===== src/rtl/calc_pkg.sv =====
`default_nettype none
// ============================================================================
// Package     : calc_pkg
// Description : Address-width helpers for frame-RAM addressing. Every helper
//               returns at least 1 so a degenerate dimension still yields a
//               legal vector width.
// Revision    : 1.0 - initial release
// ============================================================================
package calc_pkg;

   // Smallest bit count able to index 'value' distinct items (minimum 1).
   function automatic int clog2_min1(input int value);
      int bits;
      bits = 1;
      while ((1 << bits) < value) bits++;
      return bits;
   endfunction

   function automatic int num_row_address_bits(input int pixel_height);
      return clog2_min1(pixel_height);
   endfunction

   function automatic int num_column_address_bits(input int pixel_width);
      return clog2_min1(pixel_width);
   endfunction

   function automatic int num_pixelcolorselect_bits(input int bytes_per_pixel);
      return clog2_min1(bytes_per_pixel);
   endfunction

endpackage
`default_nettype wire


===== src/rtl/params.sv =====
`default_nettype none
// ============================================================================
// Package     : params
// Description : Default panel geometry shared by the command decoders.
//               BYTES_PER_PIXEL - colour bytes per pixel
//               PIXEL_HEIGHT    - panel rows
//               PIXEL_WIDTH     - panel columns
// Revision    : 1.0 - initial release
// ============================================================================
package params;
   localparam int BYTES_PER_PIXEL = 2;
   localparam int PIXEL_HEIGHT    = 32;
   localparam int PIXEL_WIDTH     = 64;
endpackage
`default_nettype wire


===== src/rtl/cmd_pkg.sv =====
`default_nettype none
// ============================================================================
// Package     : cmd_pkg
// Description : Shared types and constants for the multi-row write command.
//               readrows_state_t       - decoder state encoding
//               CMD_READROWS_MAX_ROWS  - default per-command row limit
//               num_rows_left_bits()   - width of the remaining-row counter
// Revision    : 1.0 - initial release
// ============================================================================
package cmd_pkg;

   typedef enum logic [2:0] {
      S_ROW   = 3'd0,
      S_COUNT = 3'd1,
      S_DATA  = 3'd2,
      S_CHECK = 3'd3,
      S_DONE  = 3'd4
   } readrows_state_t;

   localparam int CMD_READROWS_MAX_ROWS = 8;

   // The counter must hold MAX_ROWS itself, not just MAX_ROWS-1.
   function automatic int num_rows_left_bits(input int max_rows);
      return calc_pkg::clog2_min1(max_rows + 1);
   endfunction

endpackage
`default_nettype wire


===== src/rtl/readrows_addr_gen.sv =====
`default_nettype none
// ============================================================================
// Module      : readrows_addr_gen
// Description : Column/pixel/row down-counters for the multi-row write
//               command. Pixel counts down first, then column; after
//               (column 0, pixel 0) the row advances with wrap to 0 and the
//               remaining-row count decrements.
// Ports       : clk, reset_n          - clock, synchronous active-low reset
//               load_row, row_in      - capture start row
//               load, count_in        - start scan of count_in rows
//               step                  - advance one payload byte
//               row/column/pixel      - current scan address
//               last_in_row           - current byte is (column 0, pixel 0)
//               last_in_cmd           - current row is the final row
// Revision    : 1.0 - initial release
// ============================================================================
module readrows_addr_gen
   import cmd_pkg::*;
#(
   parameter int BYTES_PER_PIXEL = params::BYTES_PER_PIXEL,
   parameter int PIXEL_HEIGHT    = params::PIXEL_HEIGHT,
   parameter int PIXEL_WIDTH     = params::PIXEL_WIDTH,
   parameter int MAX_ROWS        = CMD_READROWS_MAX_ROWS,
   localparam int RB  = calc_pkg::num_row_address_bits(PIXEL_HEIGHT),
   localparam int CB  = calc_pkg::num_column_address_bits(PIXEL_WIDTH),
   localparam int PB  = calc_pkg::num_pixelcolorselect_bits(BYTES_PER_PIXEL),
   localparam int RLB = num_rows_left_bits(MAX_ROWS)
) (
   input  logic           clk,
   input  logic           reset_n,
   input  logic           load_row,
   input  logic [RB-1:0]  row_in,
   input  logic           load,
   input  logic [RLB-1:0] count_in,
   input  logic           step,
   output logic [RB-1:0]  row,
   output logic [CB-1:0]  column,
   output logic [PB-1:0]  pixel,
   output logic           last_in_row,
   output logic           last_in_cmd
);

   localparam logic [RB-1:0]  C_ROW_LAST = RB'(PIXEL_HEIGHT - 1);
   localparam logic [CB-1:0]  C_COL_TOP  = CB'(PIXEL_WIDTH - 1);
   localparam logic [PB-1:0]  C_PIX_TOP  = PB'(BYTES_PER_PIXEL - 1);

   logic [RB-1:0]  r_row;
   logic [CB-1:0]  r_column;
   logic [PB-1:0]  r_pixel;
   logic [RLB-1:0] r_rows_left;

   always_ff @(posedge clk) begin
      if (!reset_n) begin
         r_row       <= '0;
         r_column    <= '0;
         r_pixel     <= '0;
         r_rows_left <= '0;
      end else begin
         if (load_row) begin
            r_row <= row_in;
         end
         if (load) begin
            r_column    <= C_COL_TOP;
            r_pixel     <= C_PIX_TOP;
            r_rows_left <= count_in;
         end else if (step) begin
            if (r_pixel != '0) begin
               r_pixel <= r_pixel - PB'(1);
            end else begin
               r_pixel <= C_PIX_TOP;
               if (r_column != '0) begin
                  r_column <= r_column - CB'(1);
               end else begin
                  // Row finished: reload the column and advance with wrap.
                  r_column    <= C_COL_TOP;
                  r_row       <= (r_row == C_ROW_LAST) ? '0 : r_row + RB'(1);
                  r_rows_left <= r_rows_left - RLB'(1);
               end
            end
         end
      end
   end

   assign row         = r_row;
   assign column      = r_column;
   assign pixel       = r_pixel;
   assign last_in_row = (r_column == '0) && (r_pixel == '0);
   assign last_in_cmd = (r_rows_left == RLB'(1));

endmodule
`default_nettype wire


===== src/rtl/control_cmd_readrows.sv =====
`default_nettype none
// ============================================================================
// Module      : control_cmd_readrows
// Description : Multi-row frame-RAM write command decoder. Byte stream is
//               start row, row count, then rows*PIXEL_WIDTH*BYTES_PER_PIXEL
//               payload bytes. Each payload byte is presented on data_out
//               together with the address it was accepted at, and
//               ram_access_start toggles once per byte.
//               Optional feature macro: CMD_READROWS_CHECKSUM_EN - adds a
//               trailing XOR checksum byte over row, count and payload.
// Ports       : clk, reset_n          - clock, synchronous active-low reset
//               data_in, enable       - command byte stream and its valid
//               row/column/pixel      - RAM write address
//               data_out              - registered payload byte
//               ram_write_enable      - high while payload is written
//               ram_access_start      - toggles per payload byte
//               busy, done, error     - command status (error valid w/ done)
// Revision    : 1.0 - initial release
// ============================================================================
module control_cmd_readrows
   import cmd_pkg::*;
#(
   parameter int BYTES_PER_PIXEL = params::BYTES_PER_PIXEL,
   parameter int PIXEL_HEIGHT    = params::PIXEL_HEIGHT,
   parameter int PIXEL_WIDTH     = params::PIXEL_WIDTH,
   parameter int MAX_ROWS        = CMD_READROWS_MAX_ROWS,
   localparam int RB  = calc_pkg::num_row_address_bits(PIXEL_HEIGHT),
   localparam int CB  = calc_pkg::num_column_address_bits(PIXEL_WIDTH),
   localparam int PB  = calc_pkg::num_pixelcolorselect_bits(BYTES_PER_PIXEL),
   localparam int RLB = num_rows_left_bits(MAX_ROWS)
) (
   input  logic          clk,
   input  logic          reset_n,
   input  logic [7:0]    data_in,
   input  logic          enable,
   output logic [RB-1:0] row,
   output logic [CB-1:0] column,
   output logic [PB-1:0] pixel,
   output logic [7:0]    data_out,
   output logic          ram_write_enable,
   output logic          ram_access_start,
   output logic          busy,
   output logic          done,
   output logic          error
);

   readrows_state_t r_state;
   readrows_state_t w_state_next;

   logic           w_load_row;
   logic           w_load;
   logic           w_step;
   logic           w_cmd_end;
   logic           w_last_in_row;
   logic           w_last_in_cmd;
   logic [RB-1:0]  w_row_raw;
   logic [RB-1:0]  w_row_mod;
   logic [RLB-1:0] w_count;
   logic [RB-1:0]  w_gen_row;
   logic [CB-1:0]  w_gen_column;
   logic [PB-1:0]  w_gen_pixel;

   logic [RB-1:0]  r_row;
   logic [CB-1:0]  r_column;
   logic [PB-1:0]  r_pixel;
   logic [7:0]     r_data_out;
   logic           r_ram_write_enable;
   logic           r_ram_access_start;
   logic           r_busy;
   logic           r_done;
   logic           r_error;
`ifdef CMD_READROWS_CHECKSUM_EN
   logic [7:0]     r_csum;
`endif

   // RB bits can hold at most 2*PIXEL_HEIGHT-1, so one conditional subtract
   // completes the modulo.
   assign w_row_raw = RB'(data_in);
   assign w_row_mod = (int'(w_row_raw) >= PIXEL_HEIGHT) ?
                      w_row_raw - RB'(PIXEL_HEIGHT) : w_row_raw;

   assign w_count   = (int'(data_in) > MAX_ROWS) ? RLB'(MAX_ROWS) : RLB'(data_in);
   assign w_cmd_end = w_last_in_row & w_last_in_cmd;

   readrows_addr_gen #(
      .BYTES_PER_PIXEL (BYTES_PER_PIXEL),
      .PIXEL_HEIGHT    (PIXEL_HEIGHT),
      .PIXEL_WIDTH     (PIXEL_WIDTH),
      .MAX_ROWS        (MAX_ROWS)
   ) u_addr_gen (
      .clk         (clk),
      .reset_n     (reset_n),
      .load_row    (w_load_row),
      .row_in      (w_row_mod),
      .load        (w_load),
      .count_in    (w_count),
      .step        (w_step),
      .row         (w_gen_row),
      .column      (w_gen_column),
      .pixel       (w_gen_pixel),
      .last_in_row (w_last_in_row),
      .last_in_cmd (w_last_in_cmd)
   );

   always_ff @(posedge clk) begin
      if (!reset_n) begin
         r_state <= S_ROW;
      end else begin
         r_state <= w_state_next;
      end
   end

   always_comb begin
      w_state_next = r_state;
      w_load_row   = 1'b0;
      w_load       = 1'b0;
      w_step       = 1'b0;
      case (r_state)
         S_ROW: begin
            if (enable) begin
               w_load_row   = 1'b1;
               w_state_next = S_COUNT;
            end
         end
         S_COUNT: begin
            if (enable) begin
               if (data_in == 8'd0) begin
                  w_state_next = S_DONE;
               end else begin
                  w_load       = 1'b1;
                  w_state_next = S_DATA;
               end
            end
         end
         S_DATA: begin
            if (enable) begin
               w_step = 1'b1;
               if (w_cmd_end) begin
`ifdef CMD_READROWS_CHECKSUM_EN
                  w_state_next = S_CHECK;
`else
                  w_state_next = S_DONE;
`endif
               end
            end
         end
         S_CHECK: begin
            if (enable) begin
               w_state_next = S_DONE;
            end
         end
         S_DONE: begin
            // Any enable in this cycle is dropped on purpose.
            w_state_next = S_ROW;
         end
         default: begin
            w_state_next = S_ROW;
         end
      endcase
   end

   always_ff @(posedge clk) begin
      if (!reset_n) begin
         r_row              <= '0;
         r_column           <= '0;
         r_pixel            <= '0;
         r_data_out         <= '0;
         r_ram_write_enable <= 1'b0;
         r_ram_access_start <= 1'b0;
         r_busy             <= 1'b0;
         r_done             <= 1'b0;
         r_error            <= 1'b0;
`ifdef CMD_READROWS_CHECKSUM_EN
         r_csum             <= '0;
`endif
      end else begin
         r_done <= 1'b0;
         case (r_state)
            S_ROW: begin
               if (enable) begin
                  r_row  <= w_row_mod;
                  r_busy <= 1'b1;
`ifdef CMD_READROWS_CHECKSUM_EN
                  r_csum <= data_in;
`endif
               end
            end
            S_COUNT: begin
               if (enable) begin
                  if (data_in == 8'd0) begin
                     r_error <= 1'b1;
                     r_done  <= 1'b1;
                  end else begin
                     r_column <= CB'(PIXEL_WIDTH - 1);
                     r_pixel  <= PB'(BYTES_PER_PIXEL - 1);
                  end
`ifdef CMD_READROWS_CHECKSUM_EN
                  r_csum <= r_csum ^ data_in;
`endif
               end
            end
            S_DATA: begin
               if (enable) begin
                  // Address outputs carry the counter value the byte was
                  // accepted at, so they stay aligned with data_out.
                  r_row              <= w_gen_row;
                  r_column           <= w_gen_column;
                  r_pixel            <= w_gen_pixel;
                  r_data_out         <= data_in;
                  r_ram_write_enable <= 1'b1;
                  r_ram_access_start <= ~r_ram_access_start;
`ifdef CMD_READROWS_CHECKSUM_EN
                  r_csum             <= r_csum ^ data_in;
`else
                  if (w_cmd_end) begin
                     r_done <= 1'b1;
                  end
`endif
               end
            end
            S_CHECK: begin
`ifdef CMD_READROWS_CHECKSUM_EN
               if (enable) begin
                  r_error <= (data_in != r_csum);
                  r_done  <= 1'b1;
               end
`endif
            end
            S_DONE: begin
               r_ram_write_enable <= 1'b0;
               r_data_out         <= '0;
               r_busy             <= 1'b0;
               r_error            <= 1'b0;
            end
            default: begin
            end
         endcase
      end
   end

   assign row              = r_row;
   assign column           = r_column;
   assign pixel            = r_pixel;
   assign data_out         = r_data_out;
   assign ram_write_enable = r_ram_write_enable;
   assign ram_access_start = r_ram_access_start;
   assign busy             = r_busy;
   assign done             = r_done;
   assign error            = r_error;

endmodule
`default_nettype wire


===== config.mk =====
export PLATFORM = sky130hd
export DESIGN_NAME = control_cmd_readrows
export DESIGN_NICKNAME = d
export VERILOG_FILES = /design/src/rtl/calc_pkg.sv /design/src/rtl/params.sv /design/src/rtl/cmd_pkg.sv /design/src/rtl/readrows_addr_gen.sv /design/src/rtl/control_cmd_readrows.sv
export SDC_FILE = /design/constraint.sdc
export NUM_CORES = 1
export LEC_CHECK = 0
export BUFFER_PORTS_ARGS = -buffer_cell sky130_fd_sc_hd__buf_2
export CAP_MARGIN = 10
export CELL_PAD_IN_SITES_DETAIL_PLACEMENT = 1
export CELL_PAD_IN_SITES_GLOBAL_PLACEMENT = 1
export CORE_UTILIZATION = 44
export CTS_BUF_LIST = sky130_fd_sc_hd__clkbuf_4 sky130_fd_sc_hd__clkbuf_8
export DETAILED_ROUTE_END_ITERATION = 8
export GPL_ROUTABILITY_DRIVEN = 0
export PLACE_DENSITY_LB_ADDON = 0.1
export REMOVE_ABC_BUFFERS = 1
export SYNTH_ARGS = -nofsm -noshare
export SYNTH_HDL_FRONTEND = slang
export SYNTH_SLANG_ARGS = --single-unit

===== constraint.sdc =====
create_clock -name clk -period 2.2 [get_ports clk]
set_input_delay 0.11 -clock clk [delete_from_list [all_inputs] [get_ports clk]]
set_output_delay 0.11 -clock clk [all_outputs]
set_load 0.02 [all_outputs]

# ---- After elaboration in Yosys (flattened, before gate mapping)
# Cells that the tools add are included.
dict set report classes {
  muxes 55
  n_eq_ne 15
  n_reduce_logical 20
  addsub 4
  div 0
  n_bitwise 3
  n_shift 0
  mul 0
  order_cmp 1
}
# operator n
set op_table {}
lappend op_table {{two-way mux 6 bit} 7}
lappend op_table {{two-way mux 5 bit} 8}
lappend op_table {{two-way mux 4 bit} 5}
lappend op_table {{two-way mux 1 bit} 19}
lappend op_table {{two-way mux 3 bit} 6}
lappend op_table {{one-hot mux 8 bit (2 select lines)} 1}
lappend op_table {{inequality test 2 bit (second input constant)} 7}
lappend op_table {{one-hot mux 3 bit (4 select lines)} 1}
lappend op_table {{one-hot mux 6 bit (2 select lines)} 1}
lappend op_table {{nonzero test 2 bit} 6}
lappend op_table {{one-hot mux 1 bit (2 select lines)} 5}
lappend op_table {{one-hot mux 5 bit (2 select lines)} 1}
lappend op_table {{AND reduction 3 bit} 3}
lappend op_table {{greater-than comparator 8 x 4 -> 1 bit (second input constant)} 1}
lappend op_table {{zero test 8 bit} 1}
lappend op_table {{two-way mux 8 bit} 1}
lappend op_table {{AND reduction 2 bit} 4}
lappend op_table {{== test 3 x 2 -> 1 bit (second input constant)} 2}
lappend op_table {{zero test 6 bit} 1}
lappend op_table {{nonzero test 6 bit} 1}
lappend op_table {{subtractor 6 x 1 -> 6 bit (second input constant)} 1}
lappend op_table {{adder 5 x 1 -> 5 bit (second input constant)} 1}
lappend op_table {{== test 5 bit (second input constant)} 1}
lappend op_table {{AND reduction 5 bit} 1}
lappend op_table {{other kinds (11)} 13}
dict set report totals {
  reg_bits 44
  mem_count 0
  latchBits 0
  out_inout_bits 25
  mem_bits_rw 0
  elab_cells 112
  mem_bits_ro 0
}

# ---- Longest topological paths before layout
dict set report logic_depth {
  word_depth 7
  ltp_mapped 7
  ltp_nobuf 6
}

# ---- Modules after synthesis
# A second synthesis with hierarchy kept.
dict set report unflattened {
  cells_unflattened 238
  hier_area_um2 2165.8
}
# mod seq_area_each_um2 instances cells_each area_per_inst_um2
set by_module_without_submodules {}
lappend by_module_without_submodules {control_cmd_readrows 560.5 1 127 1188.6}
lappend by_module_without_submodules {readrows_addr_gen 320.3 1 111 977.2}

# ---- Least setup slack after synthesis
# No wires, ideal clock.
dict set report synth_path {
  path_type {register to register}
  start {register r_state[0]}
  end {register u_addr_gen.r_rows_left[2]}
  path_stages_with_launch 8
  setup_time_ns 0.122
  arrival_ns 1.548
  n_path_buf 3
  setup_slack_ns 0.530
  path_cell_list {dfxtp_1 buf_2 and4bb_2 buf_4 and4_1 buf_2 a21boi_0 o311a_1}
}
dict set report synth_via {
  elab_chain_cells 4
  elab_cells_between_ends 9
  classes_between {eq/ne (4); mux (3); reduce/logical (2)}
}
# element line_no
set synth_lines {}
lappend synth_lines {{from (decl)} control_cmd_readrows.sv:47} ;# readrows_state_t r_state;
lappend synth_lines {{from (signal assigned)} control_cmd_readrows.sv:109} ;# r_state <= w_state_next;
lappend synth_lines {{== test 3 x 1 -> 1 bit or == test 3 x 2 -> 1 bit (tied branches)} control_cmd_readrows.sv:118} ;# case (r_state)
lappend synth_lines {{two-way mux 1 bit} control_cmd_readrows.sv:118}
lappend synth_lines {{inequality test 2 x 1 -> 1 bit (no source line) or nonzero test 2 bit (tied branches)} -}
lappend synth_lines {{AND reduction 3 bit (no source line)} -}
lappend synth_lines {{to (signal assigned)} readrows_addr_gen.sv:65} ;# r_rows_left <= count_in;
lappend synth_lines {{to (signal assigned)} readrows_addr_gen.sv:77} ;# r_rows_left <= r_rows_left - RLB'(1);
lappend synth_lines {{to (decl)} readrows_addr_gen.sv:50} ;# logic [RLB-1:0] r_rows_left;
# Parallel ways exist; a longest one is shown, timed or not.
# A chain may end at the register's enable or synchronous reset.

# ---- Final worst setup path
dict set report layout_path {
  start {register u_addr_gen.r_column[0] (netlist: u_addr_gen.column[0])}
  end {register u_addr_gen.r_rows_left[2]}
}
dict set report layout_via {
  elab_chain_cells 3
}
# element line_no
set layout_lines {}
lappend layout_lines {{from (decl)} readrows_addr_gen.sv:48} ;# logic [CB-1:0] r_column;
lappend layout_lines {{from (signal assigned)} readrows_addr_gen.sv:72} ;# r_column <= r_column - CB'(1);
lappend layout_lines {{nonzero test 6 bit} readrows_addr_gen.sv:71} ;# if (r_column != '0) begin
lappend layout_lines {{inequality test 2 x 1 -> 1 bit (no source line)} -}
lappend layout_lines {{AND reduction 3 bit (no source line)} -}
# No other way between the ends.

==> summary.txt <==
Run status
  • Outcome: finished clean

Critical path
  • Crit path required time: 2.37 ns
  • Kind of critical path: reg2reg
  • Critical Path AT: 2.07 ns
  • Kind of end point of the critical path: flop
  • CP bufs+invs: 1
  • Max incr delay on CP: 0.37 ns
  • CP max FO: 6
  • Crit-path slowest cell: o311a_1
  • Crit path launch type: flop
  • CP Cell Sequence: inv_1, ha_1, nor2b_1, and4_1, a21boi_0, o311a_1
  • Crit path max-delay family: simple AND/OR/NAND/NOR gates

STA
  • Hold Worst Slack: 0.0551 ns
  • Min Tclk post-route: 1.90 ns
  • Max Transition Viols Final: 0
  • Crit share post-route: 86.3%
  • Final setup viols: 0
  • Slew headroom: 58.7%
  • Worst slew pin tran: 0.613 ns
  • Highest clock rate: 527 MHz
  • RSZ-0062 raised after global routing: false
  • Clock Skew: 0.00577 ns
  • Worst Setup Slack, final: 0.301 ns
  • Final Hold Viols: 0
  • Setup TNS: 0 ns

Routing
  • # DRC: 0
  • Drt total wl: 5130 um
  • 1st-pass router iterations: 4
  • Routed WL per cell: 16.5 um
  • Vias per Instance: 5.75
  • Routed via count: 1783
  • 1st-iter DRT viols: 77
  • Final ANT Viol Nets: 0

Yosys
  • Yosys warnings: 0
  • Yosys cell types: 56
  • Synth area leaders: dfxtp_1 (43%), mux2i_1 (4.9%), nor2_1 (4.6%), ha_1 (3.7%), a22o_1 (3.0%)
  • Syn Inst Count: 218
  • Synth Cell Area: 2050 sq um
  • Register area share after synthesis: 43.0%
  • Post-synth top area cell: dfxtp_1
  • #FFs+latches synth: 44
  • Synth top area share: 43.0%
  • Ys flop type: dfxtp_1
  • Async S/R FF share, synth: 0%
  • Post-Syn Area per Cell: 9.39 sq um
  • Post-synth EDFFs: 0

Global route
  • Initial antenna violation count: 0
  • Grt ovf: 0
  • Total GRT Usage: 22.2%
  • Largest net degree at the start of global routing: 23
  • Global-route wire length before repair: 8670 um
  • Number of global-route vias before repair: 1748

Power and ir drop
  • Power per cell area: 828 nW/um^2
  • Leak: 0.00107 uW
  • Worst VDD drop: 0.000439 V

Layout
  • Layout area overhead: 16.9%
  • Final cell count without fillers: 310
  • Layout cells sized above 1: 26.0%
  • N_diodes: 0
  • Share of the core filled with cells: 54.2%
  • Nets@finish: 274

Placed design
  • # placed instances: 302
  • Post-place setup slack: 0.368 ns
  • Number of port buffers: 35
  • DP Wirelength: 3790 um

Die
  • Core Box Area: 4410 sq um
  • Die Y: 70.2 um
  • Starting density of the core: 46.4%
  • Die width: 70.2 um
  • Num ports: 36
  • Site row count: 24
  • Die area: 4930 sq um

Clocking
  • H-tree Lvls: 2
  • CTS tree: done
  • Maximum clock path buffer count: 2
  • Number of setup buffers added after CTS: 0
  • Hold-fix buffers at CTS: 0
  • Clock latency at the later pin of the worst-skew pair: 0.29 ns
  • TritonCTS Buffers: 5
  • TritonCTS Sinks: 44
  • Root buf cell: clkbuf_8
  • Clk slew on worst S/H paths: 0.08 ns
  • Post-CTS resize count: 0

Job
  • Max-cap violations: 0

Worst hold path
  • HP Class: in2reg
==> state kept, by name, indices dropped and copies added, names as in the netlist, 3 cells and up <==
signal / flops
r_state: 3
u_addr_gen.column: 6
u_addr_gen.row: 5
column: 6
row: 5
data_out: 8
u_addr_gen.r_rows_left: 4
==> stage by stage <==
stage / power (uW) / instance area, sq um
6_report: 1980 / 2390
5_1_grt: 2090 / 2390
4_1_cts: 2000 / 2390
3_5_place_dp: 1460 / 2290
3_3_place_gp: 1440 / 2290
2_1_floorplan: 1280 / 1970
==> cell usage after synthesis, drive strengths merged (3+ instances only) <==
cell type / n
dfxtp: 44
nor2: 25
inv: 11
mux2i: 10
a21oi: 9
a211oi: 8
a22o: 8
buf: 8
nand2: 8
nor3: 8
a31oi: 6
clkbuf: 6
ha: 6
o21ai: 6
xnor2: 4
a21o: 3
a221oi: 3
and3: 3
or3: 3
==> path summary, 6_finish.rpt <==
| check | start | to | slack, ns | cells past startpoint |
|---|---|---|---|---|
| max | u_addr_gen.column[0]$_SDFFE_PN0P_ | u_addr_gen.r_rows_left[2]$_SDFFE_PN0P_ | 0.30 | 6 |
| min | data_in[5] | data_out[5]$_SDFFE_PN0P_ | 0.06 | 2 |
| min reg2reg | ram_write_enable$_SDFFE_PN0P_ | ram_write_enable$_SDFFE_PN0P_ | 0.45 | 2 |
| max reg2reg | u_addr_gen.column[0]$_SDFFE_PN0P_ | u_addr_gen.r_rows_left[2]$_SDFFE_PN0P_ | 0.30 | 6 |
==> kinds of logic (layout without fill, tap and decap cells) <==
kind of cell	count (synthesis)	after routing	share of synthesized area, %
AO/OA/AOI/OAI	58	58	21.0
multiplexers	12	12	5.99
buffers and inverters	25	65	5.68
XOR/XNOR	6	6	2.57
AND/OR/NAND/NOR	67	67	18.0
adder cells (fa/ha/maj)	6	6	3.67
flip-flops	44	44	43.0
==> power breakdown <==
part	leakage [uW]	total (uW)	internal, uW	switching, uW
clock network	0.0000523	538	281	258
registers	0.000360	952	878	73.8
logic	0.000662	490	211	279
total	0.00107	1980	1370	610
==> metal layers <==
metal,track usage [%],wire (um)
met5,0,0
met4,7.78,89
met3,3.90,144
met2,38.1,2500
met1,28.0,2390
==> cell type report <==
cell class,count,area [sq um]
Fill cell,538,2020
Multi-Input combinational cell,149,1050
Sequential cell,44,881
Timing Repair Buffer,46,258
Clock buffer,8,97.6
Tap cell,52,65.1
Inverter,11,41.3
==> layout by cell type, fill, tap and decap left out, types with 7 or more instances in the layout <==
master,n
inv_1,11
a21oi_1,9
a211oi_1,8
nand2_1,8
a22o_1,7
nor2_1,25
dfxtp_1,44
mux2i_1,10
nor3_1,8
buf_2,35
buf_4,11
Note: power is estimated with default switching activity, not from simulation.
